`src/rtl/uart_rx_deserializer.sv`:
```
// uart_rx_deserializer: assembles a UART frame from per-bit samples; optional UART_RX_ERR_COUNT_EN adds err_count
module uart_rx_deserializer #(
    parameter int DATA_WIDTH = 8
) (
    input  logic                  clk_based_on_prescale,
    input  logic                  rst,
    input  logic [5:0]            prescale,
    input  logic [5:0]            edge_count,
    input  logic                  sampled_data,
    input  logic                  deser_enable,
    input  logic                  par_en,
    input  logic                  par_typ,
    output logic [DATA_WIDTH-1:0] p_data,
    output logic                  data_valid,
    output logic                  par_err,
    output logic                  stp_err,
    output logic                  strt_glitch,
    output logic                  busy
`ifdef UART_RX_ERR_COUNT_EN
    ,
    output logic [7:0]            err_count
`endif
);
    typedef enum logic [2:0] {IDLE, START, DATA, PARITY, STOP} state_t;
    localparam logic [2:0] LAST = 3'(DATA_WIDTH - 1);
    state_t state, state_n;
    logic [DATA_WIDTH-1:0] shift_reg;
    logic [2:0] bit_idx;
    logic par_en_q, par_typ_q, par_fail;
    logic valid_n, par_n, stp_n, glitch_n;
    logic bit_end;
    assign bit_end = edge_count == prescale - 6'd1;
    assign busy = state != IDLE;
    // state register
    always_ff @(posedge clk_based_on_prescale) begin
        if (!rst) state <= IDLE;
        else      state <= state_n;
    end
    // next state and strobe decode; a dropped enable aborts silently
    always_comb begin
        state_n  = state;
        valid_n  = 1'b0;
        par_n    = 1'b0;
        stp_n    = 1'b0;
        glitch_n = 1'b0;
        if (state != IDLE && !deser_enable) state_n = IDLE;
        else begin
            case (state)
                IDLE:    state_n = deser_enable ? START : IDLE;
                START:   if (bit_end) begin
                             state_n  = sampled_data ? IDLE : DATA;
                             glitch_n = sampled_data;
                         end
                DATA:    if (bit_end && bit_idx == LAST) state_n = par_en_q ? PARITY : STOP;
                PARITY:  if (bit_end) state_n = STOP;
                STOP:    if (bit_end) begin
                             state_n = IDLE;
                             stp_n   = !sampled_data;
                             par_n   = par_fail;
                             valid_n = sampled_data && !par_fail;
                         end
                default: state_n = IDLE;
            endcase
        end
    end
    // datapath: bit capture, frame config latch, parity check, registered strobes
    always_ff @(posedge clk_based_on_prescale) begin
        if (!rst) begin
            shift_reg   <= '0;
            bit_idx     <= '0;
            par_en_q    <= 1'b0;
            par_typ_q   <= 1'b0;
            par_fail    <= 1'b0;
            p_data      <= '0;
            data_valid  <= 1'b0;
            par_err     <= 1'b0;
            stp_err     <= 1'b0;
            strt_glitch <= 1'b0;
        end else begin
            if (state == START && state_n == DATA) begin
                bit_idx   <= '0;
                par_en_q  <= par_en;
                par_typ_q <= par_typ;
                par_fail  <= 1'b0;
            end
            if (state == DATA && state_n != IDLE && bit_end) begin
                shift_reg[bit_idx] <= sampled_data;
                bit_idx            <= bit_idx + 3'd1;
            end
            if (state == PARITY && state_n == STOP) par_fail <= sampled_data != (^shift_reg ^ par_typ_q);
            p_data      <= valid_n ? shift_reg : p_data;
            data_valid  <= valid_n;
            par_err     <= par_n;
            stp_err     <= stp_n;
            strt_glitch <= glitch_n;
        end
    end
`ifdef UART_RX_ERR_COUNT_EN
    // saturating count of frames that raised any error strobe
    always_ff @(posedge clk_based_on_prescale) begin
        if (!rst) err_count <= '0;
        else if ((par_n || stp_n || glitch_n) && err_count != 8'hFF) err_count <= err_count + 8'd1;
    end
`endif
endmodule

```
`config.mk`:
```
export PLATFORM = sky130hd
export DESIGN_NAME = uart_rx_deserializer
export DESIGN_NICKNAME = d
export VERILOG_FILES = /design/src/rtl/uart_rx_deserializer.sv
export SDC_FILE = /design/constraint.sdc
export NUM_CORES = 1
export LEC_CHECK = 0
export BUFFER_PORTS_ARGS = -buffer_cell sky130_fd_sc_hd__buf_2
export CAP_MARGIN = 10
export CELL_PAD_IN_SITES_DETAIL_PLACEMENT = 2
export CELL_PAD_IN_SITES_GLOBAL_PLACEMENT = 2
export CORE_UTILIZATION = 32
export DETAILED_ROUTE_END_ITERATION = 12
export PLACE_DENSITY = 0.79
export SLEW_MARGIN = 10
export SYNTH_ARGS = -nofsm -noshare
export SYNTH_HDL_FRONTEND = slang
export SYNTH_SLANG_ARGS = --single-unit
```
`constraint.sdc`:
```
create_clock -name clk_based_on_prescale -period 2.24 [get_ports clk_based_on_prescale]
set_input_delay 0.224 -clock clk_based_on_prescale [delete_from_list [all_inputs] [get_ports clk_based_on_prescale]]
set_output_delay 0.224 -clock clk_based_on_prescale [all_outputs]
set_load 0.1 [all_outputs]
```
# == Word-level counts from Yosys, hierarchy flattened ==
# Cells that the tools add are included.
# word_totals
register_bits,29
latch_bits,0
mem_bits_rw,0
romBits,0
input_bits,18
out_inout_bits,13
word_cells,67
mem_count,0
# classes
add_sub_neg,2
n_mul,0
div,0
magnitude_cmp,2
n_eq_ne,9
n_shift,0
mux,19
bitwise_logic,5
reduce_logical,19
# ops
op,count
$mux W3,8
$pmux W3 S5,1
$eq A3 B2 Y1 const B,3
$eq A3 B3 Y1 const B,3
$bwmux W8,1
$logic_and A1 B1 Y1,8
$reduce_or A4 Y1,2
$reduce_xor A8 Y1,1
$mux W1,7
$eq A6 B6 Y1,1
$reduce_bool A3 Y1,2
$sub A6 B1 Y6 const B,1
$lt A3 B4 Y1 const B,1
$not A1 Y1,4
$reduce_bool A2 Y1,2
$add A3 B1 Y3 const B,1
$demux W1 S3,1
$eq A3 B1 Y1 const B,1
$ge A3 B1 Y1 const B,1
$logic_not A1 Y1,3
$logic_not A3 Y1,1
$mux W2,1
$ne A1 B1 Y1,1
$xor A1 B1 Y1,1

# == Longest topological paths before layout ==
# logic_depth
ltp_word,10
ltp_mapped,8
depth_no_buf,7

# == Least setup slack after synthesis ==
# OpenSTA, ideal clock, no wires.
# synth_path
kind,input port to flip-flop
startpoint,in prescale[0]
endpoint,reg par_fail
setup_ps,134
arrival_ps,1721
required_ps,2106
slack_ps,384
path_stages,8
path_buffers,1
path_cell_list,inv_1 > ha_1 > o21ba_2 > a221oi_2 > a41oi_2 > buf_2 > o311ai_0 > o31ai_1
# synth_via
elab_chain_cells,9
elab_cells_between_ends,15
cone_classes,add/sub (1); eq/ne (3); mux (7); reduce/logical (4)
# synth_rtl
item,line_no,source
start: declaration,7,"input logic [5:0] prescale,"
$sub A6 B1 Y6 (*),32,assign bit_end = edge_count == prescale - 6'd1;
$eq A6 B6 Y1 (*),32,
$logic_and A1 B1 Y1,54,DATA: if (bit_end && bit_idx == LAST) state_n = par_en_q ? PARITY : STOP;
$mux W3,54,
$pmux W3 S5 (*),48,case (state)
$mux W3 (*),46,if (state != IDLE && !deser_enable) state_n = IDLE;
$eq A3 B3 Y1 or $eq A3 B2 Y1 (tied branches),"90, 80",
"$logic_and A1 B1 Y1, on equally long branches","90, 80",
$mux W1 or $reduce_bool A2 Y1 (tied branches),n/a,
end signal: assignment,90,if (state == PARITY && state_n == STOP) par_fail <= sampled_data != (^shift_reg ^ par_typ_q);
end: declaration,29,"logic par_en_q, par_typ_q, par_fail;"
# Every way passes the cells marked *; elsewhere a longest branch is shown, timed or not.
# A chain may end at the register's enable or synchronous reset.

# == Final worst setup path ==
# layout_path
startpoint,in prescale[1]
endpoint,reg shift_reg[0]
# layout_via
elab_chain_cells,9
elab_cells_between_ends,12
cone_classes,add/sub (1); eq/ne (1); mux (6); reduce/logical (4)
# layout_rtl
item,line_no,source
$sub A6 B1 Y6 (*),32,
$eq A6 B6 Y1 (*),32,
$logic_and A1 B1 Y1,54,
$mux W3,54,
$pmux W3 S5,48,
$mux W3,46,
$reduce_bool A3 Y1,86,if (state == DATA && state_n != IDLE && bit_end) begin
$logic_and A1 B1 Y1,86,
$logic_and A1 B1 Y1 (*),86,
end signal: indexed assignment,87,shift_reg[bit_idx] <= sampled_data;
end: declaration,27,logic [DATA_WIDTH-1:0] shift_reg;
# Marks and branches as above.

==> impl_metrics.toml <==
[global_routing]
grt_max_degree = 19
grt_overflow = 0
antenna_found_initial = 0
grt_usage_pct = 19.98
grt_pass1_vias = 1546
grt_pass1_wl_um = 7879

[cells_and_area]
fin_util_pct = 41.00
seq_area_um2 = 580.6
areaGrowthSynthToFinish_pct = 21.72
multiInputGateArea_um2 = 957.2
fin_nets = 239
fin_cells = 286
drive_gt1_share_pct = 24.66
fin_area_mm2 = 0.001949
antenna_cells = 0
n_fill_cell = 570

[outcome]
outcome = "complete, no violations"

[synthesis]
synth_compound_area_share_pct = 9.766
synth_edf_count = 0
synth_top_family_by_area = "simple AND/OR/NAND/NOR gates"
synthSimpleGateAreaFrac_pct = 27.66
synthXorXnorAreaFrac_pct = 8.750
synth_top_area_share_pct = 36.25
synth_mux_area_share_pct = 11.25
synthDistinctLibCells = 41
yosysWarnings = 0
syn_avg_cell_area_um2 = 8.752
async_flop_share_pct = 0
synthTopCellsByArea = "dfxtp_1 (36%), mux2i_1 (11%), xnor2_1 (7.7%), nand2_1 (6.8%), nor3_1 (4.1%)"
synthesis.area_mm2 = 0.001602
synth_fp_nets = 204
synth_top_cell_by_area = "dfxtp_1"
synthFlopType = "dfxtp_1"
synthAdderAreaFrac_pct = 2.344
netlist_instances = 183
ys_ff_latch = 29
synth-seq-area-share_pct = 36.25

[clock_tree]
cts-root-buf = "clkbuf_8"
cts_tree = "done"
htree_levels = 2
path_clk_slew_ps = 70
clkSinkCount = 29
insertion_delay_ps = 280
cts_inserted_buffers = 5
cts_buffer_depth = 2
ctsHoldBuffers = 0
post_cts_resized = 0
post-cts-setup-buffers = 0

[timing]
worstMarginPinSlew_ps = 717.9
max_slew_margin_pct = 52.14
rsz0062_at_grt = "no"
min_period_ps = 2004
holdWs_ps = 206.9
setup_viol = 0
hold_viol = 0
fmax_mhz = 499.0
period_share_pct = 89.46
fin_skew_ps = 7.574
slew_violations = 0
fin_setup_tns_ps = 0

[place]
placed_cell_area_mm2 = 0.001843
gp_congestion = 0.7778
portBuffers = 30
place_inst = 277
dp_hpwl_um = 3569

[critical_path]
critPathArrivalTime_ps = 2210
crit_buf_inv = 3
ff2ff_setup_slack_ps = 270
r2r_end = "p_data[5]"
critPathKind = "primary input to flip-flop"
critPathLaunch = "prescale[1]"
end_kind = "flip-flop"
crit_chain = "buf_2 > inv_1 > ha_1 > o21ba_2 > a221oi_2 > a41oi_2 > buf_4 > nor3_1 > mux2i_1"
cpPeakStageDelay_ps = 350
required_ps = 2450
reg2reg_from = "state[2]"
start_kind = "primary input"
crit_family = "compound AO/OA/AOI/OAI gates"
worstPathMaxFanout = 13
r2r_cells = 6
cpMaxStageDelayCell = "nor3_1"

[flow_run]
cap_violations = 0

[hold_path]
min_path_type = "primary input to flip-flop"
hold_start = "par_typ"
holdPathEnd = "par_typ_q"
hold_depth = 3

[power_and_ir_drop]
vdd_drop_max_mv = 0.3732
p_leak_nw = 0.7219
p_per_area_mw_per_mm2 = 556.4

[floorplanning]
rows = 25
die_x_um = 72.75
core_mm2 = 0.004755
pin_count = 31
die-area_mm2 = 0.005292
start_util_pct = 33.68
die_h_um = 72.75

[route]
wl_met2_um = 2579
wl_met1_um = 2099
drtIter0Drc = 44
firstDrtPassIters = 4
drtAntennaViolNets = 0
vias = 1457
wire_per_inst_um = 17.10
via_per_inst = 5.094
met3_length_um = 127
route.detailed.drc = 0
highest_layer = "met4"
wirelength_um = 4891
[cell usage after synthesis, types with 2 or more instances]
master / number
nor3b_1: 2
nand4b_1: 3
o21ai_0: 2
buf_2: 2
nor2_1: 7
ha_1: 3
nor4_1: 2
nand3_1: 10
dfxtp_1: 29
o22ai_1: 3
mux2i_1: 18
o21ba_2: 2
o311ai_0: 2
and2_1: 2
nand2_1: 29
inv_1: 7
nor3_1: 13
clkbuf_1: 5
a21oi_1: 4
xnor2_1: 14
nand3b_1: 2
xor2_1: 2
o31ai_1: 2
[worst max path at each step]
stage,endpoint,depth (start not counted),slack [ps]
3_5_place_dp,p_data[5],7,-30
6_report,shift_reg[0],9,240
3_3_place_gp,p_data[7],7,110
5_1_grt,p_data[3],6,80
4_1_cts,p_data[5],5,120
2_1_floorplan,par_fail,8,380
[kinds of logic after synthesis]
group                    after synthesis
multiplexers                          18
AO/OA/AOI/OAI                         20
buffers and inverters                 16
AND/OR/NAND/NOR                       81
adder cells (fa/ha/maj)                3
flip-flops                            29
XOR/XNOR                              16
[per-stage QoR]
stage | power (mW) | worst slack (ps)
floorplan | 0.6216 | 384.0
global placement | 0.6632 | 113.4
detailed placement | 0.6724 | -32.95
CTS | 1.095 | 117.4
global route | 1.130 | 80.95
finish | 1.085 | 236.1
[power breakdown]
group	internal [mW]	switching, mW	leakage (nW)
logic	0.0504	0.0914	0.444
clock network	0.214	0.208	0.0439
registers	0.517	0.00392	0.234
total	0.781	0.303	0.722
[area by class of cell]
| cell class | instances | share of cell area, % |
|---|---|---|
| clock inverters | 3 | 0.8986 |
| flip-flops and latches | 29 | 29.78 |
| repair buffers | 37 | 11.04 |
| multi-input cells | 138 | 49.10 |
| inverters | 7 | 1.348 |
| clock buffers | 5 | 3.530 |
| well taps | 67 | 4.300 |
[worst min-delay path, stage by stage]
cell,delay (ps)
buf_2,100
nand2_1,50
mux2i_1,70
[layout by cell type (no fill, tap or decap), drive strengths merged, types with 2 or more instances in the layout]
master  instances
o31ai           2
mux2i          18
inv             7
dfxtp          29
clkbuf          5
nor2            7
o311ai          2
xor2            2
o21ba           2
nor3b           2
o22ai           3
a21oi           4
nand4b          4
nand3b          2
clkinv          2
nor4            2
nor3           14
o21ai           2
nand3          10
xnor2          14
nand2          29
ha              3
or3             2
buf            37
and2            2
[per-layer routing]
layer,global-route usage [%],vias to the layer above
met5,0,-
met4,7.407,0
met3,3.867,8
met2,35.93,24
met1,23.42,716
li1,-,709
(Power assumes the default switching activity.)
